File: src/rtl/alu_pkg.sv
// Shared types and constants for the ALU result stage: opcodes, the buffered
// result record and the occupancy states.
package alu_pkg;

  localparam int ALU_WIDTH = 32;

  localparam logic [3:0] ALU_AND = 4'd0;
  localparam logic [3:0] ALU_OR  = 4'd1;
  localparam logic [3:0] ALU_XOR = 4'd2;
  localparam logic [3:0] ALU_ADD = 4'd3;
  localparam logic [3:0] ALU_SUB = 4'd4;

  typedef struct packed {
    logic [ALU_WIDTH-1:0] y;
    logic [3:0]           op;
    logic                 zero;
    logic                 neg;
    logic                 carry;
    logic                 ovf;
  } alu_entry_t;

  // Everything in an entry except the data word, so storage can follow WIDTH.
  typedef struct packed {
    logic [3:0] op;
    logic       zero;
    logic       neg;
    logic       carry;
    logic       ovf;
  } alu_meta_t;

  typedef enum logic [1:0] {
    ST_EMPTY = 2'd0,
    ST_ONE   = 2'd1,
    ST_FULL  = 2'd2
  } occ_state_e;

endpackage

File: src/rtl/alu_result_stage_if.sv
// Valid/ready result bus between an ALU unit, the result stage and its consumer.
interface alu_result_stage_if import alu_pkg::*; #(
  parameter int WIDTH = ALU_WIDTH
);
  logic             in_valid;
  logic             in_ready;
  logic [WIDTH-1:0] in_y;
  logic [3:0]       in_op;
  logic             in_carry;
  logic             in_ovf;
  logic             out_valid;
  logic             out_ready;
  logic [WIDTH-1:0] out_y;
  logic [3:0]       out_op;
  logic             out_zero;
  logic             out_neg;
  logic             out_carry;
  logic             out_ovf;

  modport master (
    output in_valid, in_y, in_op, in_carry, in_ovf, out_ready,
    input  in_ready, out_valid, out_y, out_op, out_zero, out_neg, out_carry, out_ovf
  );

  modport slave (
    input  in_valid, in_y, in_op, in_carry, in_ovf, out_ready,
    output in_ready, out_valid, out_y, out_op, out_zero, out_neg, out_carry, out_ovf
  );
endinterface

File: src/rtl/alu_flags.sv
// Zero/negative flag generation for an incoming result word.
module alu_flags import alu_pkg::*; #(
  parameter int WIDTH = ALU_WIDTH
) (
  input  logic [WIDTH-1:0] y_i,
  output logic             zero_o,
  output logic             neg_o
);
  assign zero_o = (y_i == '0);
  assign neg_o  = y_i[WIDTH-1];
endmodule

File: src/rtl/alu_result_stage.sv
// Two-entry FIFO skid stage for ALU results; flags are computed on capture and
// all outputs come from registers, so neither side sees a combinational path.
module alu_result_stage import alu_pkg::*; #(
  parameter int WIDTH = ALU_WIDTH,
  parameter int DEPTH = 2
) (
  input  logic                clk,
  input  logic                rst_n,
  alu_result_stage_if.slave   bus,
  output logic [1:0]          count,
  output logic [15:0]         pop_cnt
);

  occ_state_e       state_q;
  logic [1:0]       count_q;
  logic             in_ready_q;
  logic             out_valid_q;
  logic             wr_ptr_q;
  logic             rd_ptr_q;
  logic [15:0]      pop_cnt_q;
  logic [15:0]      pop_cnt_d;
  logic [WIDTH-1:0] y_q    [DEPTH];
  alu_meta_t        meta_q [DEPTH];
  logic [DEPTH-1:0] wr_en;
  logic             in_zero;
  logic             in_neg;
  logic             push;
  logic             pop;

  assign push      = bus.in_valid && in_ready_q;
  assign pop       = out_valid_q && bus.out_ready;
  assign pop_cnt_d = pop_cnt_q + 16'd1;

  alu_flags #(.WIDTH(WIDTH)) u_flags (
    .y_i    (bus.in_y),
    .zero_o (in_zero),
    .neg_o  (in_neg)
  );

  for (genvar gi = 0; gi < DEPTH; gi++) begin : g_wr_en
    assign wr_en[gi] = push && (wr_ptr_q == 1'(gi));
  end

  // in_ready is held low through reset and rises on the first edge after release.
  always_ff @(posedge clk or negedge rst_n) begin
    if (!rst_n) begin
      state_q     <= ST_EMPTY;
      count_q     <= 2'd0;
      in_ready_q  <= 1'b0;
      out_valid_q <= 1'b0;
    end else begin
      case (state_q)
        ST_EMPTY: begin
          in_ready_q <= 1'b1;
          if (push) begin
            state_q     <= ST_ONE;
            count_q     <= 2'd1;
            out_valid_q <= 1'b1;
          end
        end
        ST_ONE: begin
          in_ready_q <= !(push && !pop);
          if (push && !pop) begin
            state_q <= ST_FULL;
            count_q <= 2'd2;
          end else if (pop && !push) begin
            state_q     <= ST_EMPTY;
            count_q     <= 2'd0;
            out_valid_q <= 1'b0;
          end
        end
        ST_FULL: begin
          if (pop) begin
            state_q    <= ST_ONE;
            count_q    <= 2'd1;
            in_ready_q <= 1'b1;
          end
        end
        default: begin
          state_q     <= ST_EMPTY;
          count_q     <= 2'd0;
          in_ready_q  <= 1'b1;
          out_valid_q <= 1'b0;
        end
      endcase
    end
  end

  always_ff @(posedge clk or negedge rst_n) begin
    if (!rst_n) begin
      wr_ptr_q  <= 1'b0;
      rd_ptr_q  <= 1'b0;
      pop_cnt_q <= 16'd0;
      for (int i = 0; i < DEPTH; i++) begin
        y_q[i]    <= '0;
        meta_q[i] <= '0;
      end
    end else begin
      for (int i = 0; i < DEPTH; i++) begin
        if (wr_en[i]) begin
          y_q[i]    <= bus.in_y;
          meta_q[i] <= '{op: bus.in_op, zero: in_zero, neg: in_neg,
                         carry: bus.in_carry, ovf: bus.in_ovf};
        end
      end
      if (push) wr_ptr_q <= ~wr_ptr_q;
      if (pop) begin
        rd_ptr_q  <= ~rd_ptr_q;
        pop_cnt_q <= pop_cnt_d;
      end
    end
  end

  assign bus.in_ready  = in_ready_q;
  assign bus.out_valid = out_valid_q;
  assign bus.out_y     = y_q[rd_ptr_q];
  assign bus.out_op    = meta_q[rd_ptr_q].op;
  assign bus.out_zero  = meta_q[rd_ptr_q].zero;
  assign bus.out_neg   = meta_q[rd_ptr_q].neg;
  assign bus.out_carry = meta_q[rd_ptr_q].carry;
  assign bus.out_ovf   = meta_q[rd_ptr_q].ovf;
  assign count         = count_q;
  assign pop_cnt       = pop_cnt_q;

endmodule

File: src/flat_wrapper.sv
// flat-port wrapper written by rule: the top's interface ports become plain ports
module alu_result_stage_flat import alu_pkg::*;
#(
  parameter int WIDTH = ALU_WIDTH,
  parameter int DEPTH = 2
)
  (clk, rst_n, count, pop_cnt, bus_in_valid, bus_in_y, bus_in_op, bus_in_carry, bus_in_ovf, bus_out_ready, bus_in_ready, bus_out_valid, bus_out_y, bus_out_op, bus_out_zero, bus_out_neg, bus_out_carry, bus_out_ovf);
  alu_result_stage_if #(.WIDTH(WIDTH)) bus_i ();
  input  logic clk;
  input  logic rst_n;
  output logic [1:0] count;
  output logic [15:0] pop_cnt;
  input wire logic [$bits(bus_i.in_valid)-1:0] bus_in_valid;
  input wire logic [$bits(bus_i.in_y)-1:0] bus_in_y;
  input wire logic [$bits(bus_i.in_op)-1:0] bus_in_op;
  input wire logic [$bits(bus_i.in_carry)-1:0] bus_in_carry;
  input wire logic [$bits(bus_i.in_ovf)-1:0] bus_in_ovf;
  input wire logic [$bits(bus_i.out_ready)-1:0] bus_out_ready;
  output wire logic [$bits(bus_i.in_ready)-1:0] bus_in_ready;
  output wire logic [$bits(bus_i.out_valid)-1:0] bus_out_valid;
  output wire logic [$bits(bus_i.out_y)-1:0] bus_out_y;
  output wire logic [$bits(bus_i.out_op)-1:0] bus_out_op;
  output wire logic [$bits(bus_i.out_zero)-1:0] bus_out_zero;
  output wire logic [$bits(bus_i.out_neg)-1:0] bus_out_neg;
  output wire logic [$bits(bus_i.out_carry)-1:0] bus_out_carry;
  output wire logic [$bits(bus_i.out_ovf)-1:0] bus_out_ovf;
  assign bus_i.in_valid = bus_in_valid;
  assign bus_i.in_y = bus_in_y;
  assign bus_i.in_op = bus_in_op;
  assign bus_i.in_carry = bus_in_carry;
  assign bus_i.in_ovf = bus_in_ovf;
  assign bus_i.out_ready = bus_out_ready;
  assign bus_in_ready = bus_i.in_ready;
  assign bus_out_valid = bus_i.out_valid;
  assign bus_out_y = bus_i.out_y;
  assign bus_out_op = bus_i.out_op;
  assign bus_out_zero = bus_i.out_zero;
  assign bus_out_neg = bus_i.out_neg;
  assign bus_out_carry = bus_i.out_carry;
  assign bus_out_ovf = bus_i.out_ovf;
  alu_result_stage #(.WIDTH(WIDTH), .DEPTH(DEPTH)) u_core (.clk(clk), .rst_n(rst_n), .bus(bus_i), .count(count), .pop_cnt(pop_cnt));
endmodule
File: config.mk
export PLATFORM = sky130hd
export DESIGN_NAME = alu_result_stage_flat
export DESIGN_NICKNAME = d
export VERILOG_FILES = /design/src/rtl/alu_pkg.sv /design/src/rtl/alu_result_stage_if.sv /design/src/rtl/alu_flags.sv /design/src/rtl/alu_result_stage.sv /design/src/flat_wrapper.sv
export SDC_FILE = /design/constraint.sdc
export NUM_CORES = 1
export LEC_CHECK = 0
export ABC_AREA = 1
export ABC_CLOCK_PERIOD_IN_PS = 1800
export CAP_MARGIN = 20
export CORE_MARGIN = 2
export CORE_UTILIZATION = 50
export DETAILED_ROUTE_END_ITERATION = 6
export PLACE_DENSITY = 0.79
export SLEW_MARGIN = 20
export SYNTH_ARGS = -nofsm -noshare
export SYNTH_HDL_FRONTEND = slang
export SYNTH_HIERARCHICAL = 1
export SYNTH_SLANG_ARGS = --single-unit
File: constraint.sdc
create_clock -name clk -period 1.8 [get_ports clk]
set_clock_uncertainty 0.15 [all_clocks]
set_input_delay 0.27 -clock clk [delete_from_list [all_inputs] [get_ports clk]]
set_output_delay 0.27 -clock clk [all_outputs]
set_load 0.1 [all_outputs]
==> flow_metrics.env, run 1 <==
export IMPL_holdCritPathClass="primary input to async pin"
export IMPL_timing_fmax_mhz=549
export IMPL_startpoint="u_core/rd_ptr_q$_DFFE_PN0P_"
export IMPL_reg2reg_depth=5
export IMPL_routed_wl_mm=11.4
export IMPL_vias=4031
export IMPL_fill_cells=671
export IMPL_top_layer="met4"
export IMPL_post_cts_buffers=0
export IMPL_end_kind="primary output"
export IMPL_antenna_cells=0
export IMPL_relSlewSlack_pct=60.9
export IMPL_synth_top_cell_by_area="dfrtp_1"
export IMPL_grt_max_degree=103
export IMPL_dr_wl_met2_mm=5.93
export IMPL_setup_violations=19
export IMPL_synth_top_area_share_pct=52.8
export IMPL_fin_ws_ns=-0.0221
export IMPL_crit_required_ns=1.38
export IMPL_fp_dieH_um=102
export IMPL_synth_distinct_cells=28
export IMPL_fin_crit_ns=1.82
export IMPL_cp_start_kind="flop"
export IMPL_grt_first_pass_wirelength_mm=19.0
export IMPL_routed_via_density=4.95
export IMPL_drive_gt1_share_pct=29.3
export IMPL_ys_flop_type="dfrtp_1"
export IMPL_yosys_area_share_simple_pct=24.1
export IMPL_die_w_um=102
export IMPL_syn_nets=625
export IMPL_clk_pin_slew_ns=0.09
export IMPL_rsz0062_at_grt="true"
export IMPL_muxShareOfSynthArea_pct=0
export IMPL_synth_compound_area_share_pct=12.4
export IMPL_dr_wl_met3_um=321
export IMPL_synth_edf_count=0
export IMPL_gp_congestion=0.827
export IMPL_synth_seq_cells=102
export IMPL_worst_pin_slew_ns=0.586
export IMPL_ios=102
export IMPL_synth_async_sr_flop_share_pct=100
export IMPL_fin_crit_sh_pct=101
export IMPL_cts_num_sinks=102
export IMPL_outcome="finished with violations"
export IMPL_hold_viol_final=0
export IMPL_clock_root_buffer="clkbuf_8"
export IMPL_violations="setup timing"
export IMPL_first_pass_iters=4
export IMPL_grt_antenna_before_repair=0
export IMPL_ant_nets=0
export IMPL_synth_xor_xnor_area_share_pct=1.99
export IMPL_detailedPlace_worstSlack_ns=0.0446
export IMPL_syn_area_um2=4840
export IMPL_r2r_start="u_core/pop_cnt[0]$_DFFE_PN0P_"
export IMPL_fp_dieArea_um2=10500
export IMPL_portBuffers=101
export IMPL_synth_fa_ha_area_share_pct=0.776
export IMPL_avgSynthCellArea_um2=8.34
export IMPL_drv_slew=0
export IMPL_dp_cells=795
export IMPL_ys_seq_area_share_pct=52.8
export IMPL_start_util_pct=51.8
export IMPL_ys_warn_count=6
export IMPL_grt_usage_pct=23.1
export IMPL_area_delta_synth_final_pct=44.6
export IMPL_synth_area_leaders="dfrtp_1 (53%), nand2_1 (19%), o21ai_2 (7.2%)"
export IMPL_drt_iter0_drc=169
export IMPL_numCtsBuffers=9
export IMPL_critPathKind="flop to primary output"
export IMPL_path_max_fanout=11
export IMPL_synth_top_family_by_area="simple AND/OR/NAND/NOR gates"
export IMPL_max_clock_path_buffers=2
export IMPL_ff2ff_setup_slack_ns=0.25
export IMPL_h_tree_depth=3
export IMPL_hold_ws_ns=0.309
export IMPL_synthTopCellsByCount="nand2_1 (242), dfrtp_1 (102), inv_1 (54), o21ai_0 (41), o21ai_2 (40)"
export IMPL_clk_latency_ns=0.35
export IMPL_final_nets=725
export IMPL_grt_overflow=0
export IMPL_r2r_end="u_core/pop_cnt[8]$_DFFE_PN0P_"
export IMPL_fp_row_count=35
export IMPL_grt_pass1_vias=4131
export IMPL_layoutNonFillerInstCount=814
export IMPL_drcViolationCount=0
export IMPL_wl_met1_mm=5.01
export IMPL_drv_cap=0
export IMPL_arrival_ns=1.40
export IMPL_core_area_um2=9330
export IMPL_wl_per_cell_um=14.0
export IMPL_synthCells=580
export IMPL_cts_tree="done"
export IMPL_synth_most_common_cell="nand2_1"
export IMPL_hpwl_mm=7.94
export IMPL_crit_path_end="bus_out_y[10]"
-- worst min path at each step --
| stage | from | endpoint | slack (ns) | depth (start not counted) |
|---|---|---|---|---|
| floorplan | rst_n | u_core/bus.in_ready$_DFFE_PN0P_ | -0.18 | 0 |
| global placement | rst_n | u_core/y_q[21]$_DFFE_PN0P_ | 0.22 | 2 |
| detailed placement | rst_n | u_core/y_q[53]$_DFFE_PN0P_ | 0.23 | 2 |
| CTS | bus_in_op[1] | u_core/meta_q[13]$_DFFE_PN0P_ | 0.31 | 3 |
| global route | bus_in_op[1] | u_core/meta_q[13]$_DFFE_PN0P_ | 0.31 | 3 |
| finish | rst_n | u_core/y_q[53]$_DFFE_PN0P_ | 0.31 | 3 |
-- routing by layer --
layer,track usage [%],vias up
met3,3.35,11
met1,30.6,1953
met4,7.18,0
met2,39.6,74
li1,-,1993
met5,0,-
-- final cells by class --
| type | count | area (µm²) | share of cell area, % |
|---|---|---|---|
| Clock buffer | 12 | 145 | 2.08 |
| Tap cell | 129 | 161 | 2.31 |
| Inverter | 55 | 211 | 3.02 |
| Clock inverter | 4 | 32.5 | 0.465 |
| Sequential cell | 102 | 2580 | 36.9 |
| Multi-Input combinational cell | 396 | 2020 | 28.9 |
| Timing Repair Buffer | 116 | 1850 | 26.4 |
-- timing repair --
action	CTS	global route
endpoints found under the setup margin	40	40
cloned	0	2
pin swaps	0	1
endpoints found under the hold margin	102	0
hold buffers	1	0
resized for setup	5	13
-- cell families after synthesis --
family | count (synthesis)
buf+inv | 82
simple gates | 294
xor+xnor | 11
fa+ha+maj | 3
flops | 102
compound gates | 88
-- worst max-delay path, cell delays in order (launching register included) --
cell,delay [ns]
dfrtp_2,0.45
clkinv_4,0.11
clkbuf_16,0.17
nand2_1,0.06
nand2_2,0.09
buf_12,0.18
-- registers in the layout, indices dropped and copies added (netlist names) --
register and flops:
u_core/wr_ptr_q 1, u_core/meta_q 16, u_core/bus.out_valid 1, u_core/pop_cnt 16, u_core/bus.in_ready 1, u_core/count 2
u_core/y_q 64, u_core/rd_ptr_q 1
-- layout by cell type, fill, tap and decap left out, types with 2 or more instances in the layout --
master and n:
a21oi_1 2, buf_12 66, buf_4 5, clkbuf_1 2, clkbuf_16 2, clkbuf_8 10, clkdlybuf4s50_1 40, clkinv_4 3
clkinvlp_4 2, dfrtp_1 86, dfrtp_2 14, dfrtp_4 2, ha_1 3, inv_1 54, nand2_1 195, nand2_2 49
nand3_1 7, nand4_1 5, nor2_1 31, nor2_2 2, o21ai_0 41, o21ai_1 2, o21ai_2 40, xnor2_1 7
xor2_1 4
-- through the flow --
| step | TNS (ns) | instance area, µm² | utilization (%) |
|---|---|---|---|
| 2_1_floorplan | 0 | 4960 | - |
| 3_3_place_gp | 0 | 6710 | 71.9 |
| 3_5_place_dp | 0 | 6710 | 71.9 |
| 4_1_cts | -0.190 | 6910 | 74.1 |
| 5_1_grt | -2.58 | 6990 | 75.0 |
| 6_report | -0.183 | 6990 | 75.0 |
Power of run 1 is left out: the tool's default activity adds up to more than one toggle a clock period on the data nets, which glitch-free logic cannot reach.
==> run 2, diff against run 1 <==
--- a/config.mk
+++ b/config.mk
@@ -11,7 +11,7 @@
 export CORE_MARGIN = 2
 export CORE_UTILIZATION = 50
 export DETAILED_ROUTE_END_ITERATION = 6
-export PLACE_DENSITY = 0.79
+export PLACE_DENSITY = 0.81
 export SLEW_MARGIN = 20
 export SYNTH_ARGS = -nofsm -noshare
 export SYNTH_HDL_FRONTEND = slang
==> run 2 against run 1 <==
The run still ends with setup timing left. Worst hold slack lost 0.11 ns. Core utilization rose by 1.6 points. Global-route usage up 0.072 points. Wire length rose by 3.7%. Via count increased by 2.6%. Sequential share of layout area fell by 0.75 points. Flip-flop and latch count did not move. Maximum frequency fell by 2.1%. Final cell count is 0.25% higher. Critical path type unchanged. Highest routed layer unchanged.
==> flow_metrics.env, run 2 (same netlist as run 1, synthesis figures left out) <==
export IMPL_largest_reg_flops=64
export IMPL_rsz0062_at_grt="true"
export IMPL_violations="setup timing"
export IMPL_path_max_fanout=12
export IMPL_setup_violations=37
export IMPL_grt_antenna_before_repair=0
export IMPL_cts_tree="done"
export IMPL_gp_congestion=0.878
export IMPL_die_w_um=102
export IMPL_numCtsBuffers=9
export IMPL_crit_family="buffers and inverters"
export IMPL_dr_wl_met2_mm=6.11
export IMPL_wl_per_cell_um=14.5
export IMPL_grt_pass1_vias=4067
export IMPL_dr_wl_met3_um=529
export IMPL_routed_via_density=5.07
export IMPL_holdCritPathClass="primary input to async pin"
export IMPL_area_delta_synth_final_pct=47.6
export IMPL_start_util_pct=51.8
export IMPL_clk_pin_slew_ns=0.10
export IMPL_antenna_cells=0
export IMPL_grt_max_degree=49
export IMPL_cts_num_sinks=102
export IMPL_clk_latency_ns=0.36
export IMPL_fin_crit_sh_pct=103
export IMPL_hpwl_mm=8.25
export IMPL_drt_iter0_drc=166
export IMPL_hold_viol_final=0
export IMPL_fp_row_count=35
export IMPL_ios=102
export IMPL_wl_met1_mm=5.01
export IMPL_cp_start_kind="flop"
export IMPL_timing_fmax_mhz=538
export IMPL_drcViolationCount=0
export IMPL_drv_cap=0
export IMPL_max_clock_path_buffers=2
export IMPL_critPathKind="flop to primary output"
export IMPL_crit_path_cell_trace="clkinv_4, clkbuf_16, nand2_1, nand2_2, buf_12"
export IMPL_vias=4134
export IMPL_largest_register="u_core/y_q"
export IMPL_final_area_um2=7140
export IMPL_clock_root_buffer="clkbuf_8"
export IMPL_placed_cell_area_um2=6730
export IMPL_fp_dieH_um=102
export IMPL_final_nets=727
export IMPL_fin_ws_ns=-0.0604
export IMPL_fin_crit_ns=1.86
export IMPL_slowest_delay_ns=0.46
export IMPL_top_layer="met4"
export IMPL_arrival_ns=1.44
export IMPL_most_common_layout_cells="nand2_1 (191), dfrtp_1 (86), buf_12 (68)"
export IMPL_relSlewSlack_pct=74.5
export IMPL_hold_ws_ns=0.203
export IMPL_drv_slew=0
export IMPL_cp_num_buf_inv=3
export IMPL_fp_dieArea_um2=10500
export IMPL_routed_wl_mm=11.8
export IMPL_drive_gt1_share_pct=30.4
export IMPL_first_pass_iters=5
export IMPL_outcome="finished with violations"
export IMPL_h_tree_depth=3
export IMPL_crit_required_ns=1.38
export IMPL_ant_nets=0
export IMPL_mostFrequentLayoutCell="nand2_1"
export IMPL_detailedPlace_worstSlack_ns=0.0221
export IMPL_grt_overflow=0
export IMPL_worst_pin_slew_ns=0.383
export IMPL_grt_first_pass_wirelength_mm=19.0
export IMPL_dp_cells=796
export IMPL_grt_usage_pct=23.2
export IMPL_core_area_um2=9330
export IMPL_slowest_stage="dfrtp_2"
export IMPL_portBuffers=101
export IMPL_end_kind="primary output"
export IMPL_layoutNonFillerInstCount=816
## run 2: what timing repair did
item                                   in CTS  in global routing
buffers inserted                            0                  1
pin swaps                                   0                  6
hold buffers                                1                  0
gates cloned                                0                  2
setup endpoints to repair                  40                 40
endpoints found under the hold margin      42                  0
gates resized for setup                     8                 29
## run 2: layout make-up
class,instances,area (µm²)
flip-flops and latches,102,2580
fillers,636,2190
multi-input cells,396,2090
repair buffers,118,1890
inverters,55,211
well taps,129,161
clock buffers,9,124
clock inverters,7,88.8
## run 2: path summary, 6_finish.rpt
check                                              start                        endpoint  slack (ns)  depth (start not counted)
setup / recovery             u_core/rd_ptr_q$_DFFE_PN0P_                   bus_out_y[30]       -0.06                          5
hold / removal                                     rst_n   u_core/pop_cnt[0]$_DFFE_PN0P_        0.20                          2
setup reg to reg           u_core/pop_cnt[0]$_DFFE_PN0P_  u_core/pop_cnt[10]$_DFFE_PN0P_        0.22                          5
hold reg to reg               u_core/y_q[17]$_DFFE_PN0P_      u_core/y_q[17]$_DFFE_PN0P_        0.34                          2
max in group asynchronous                          rst_n   u_core/meta_q[15]$_DFFE_PN0P_        0.71                          3
min in group clk                            bus_in_op[0]   u_core/meta_q[12]$_DFFE_PN0P_        0.32                          3
## run 2: through the flow
step | TNS, ns | util (%)
3_3_place_gp | 0 | 72.1
4_1_cts | -1.35 | 74.8
6_report | -1.40 | 76.5
5_1_grt | -3.72 | 76.5
3_5_place_dp | 0 | 72.1
2_1_floorplan | 0 | -
## run 2: metal layers
| metal | up-vias | track usage [%] |
|---|---|---|
| met3 | 17 | 4.72 |
| met5 | - | 0 |
| met2 | 137 | 38.2 |
| li1 | 1994 | - |
| met1 | 1986 | 31.0 |
| met4 | 0 | 7.69 |
Power of run 2 is left out for the same reason.
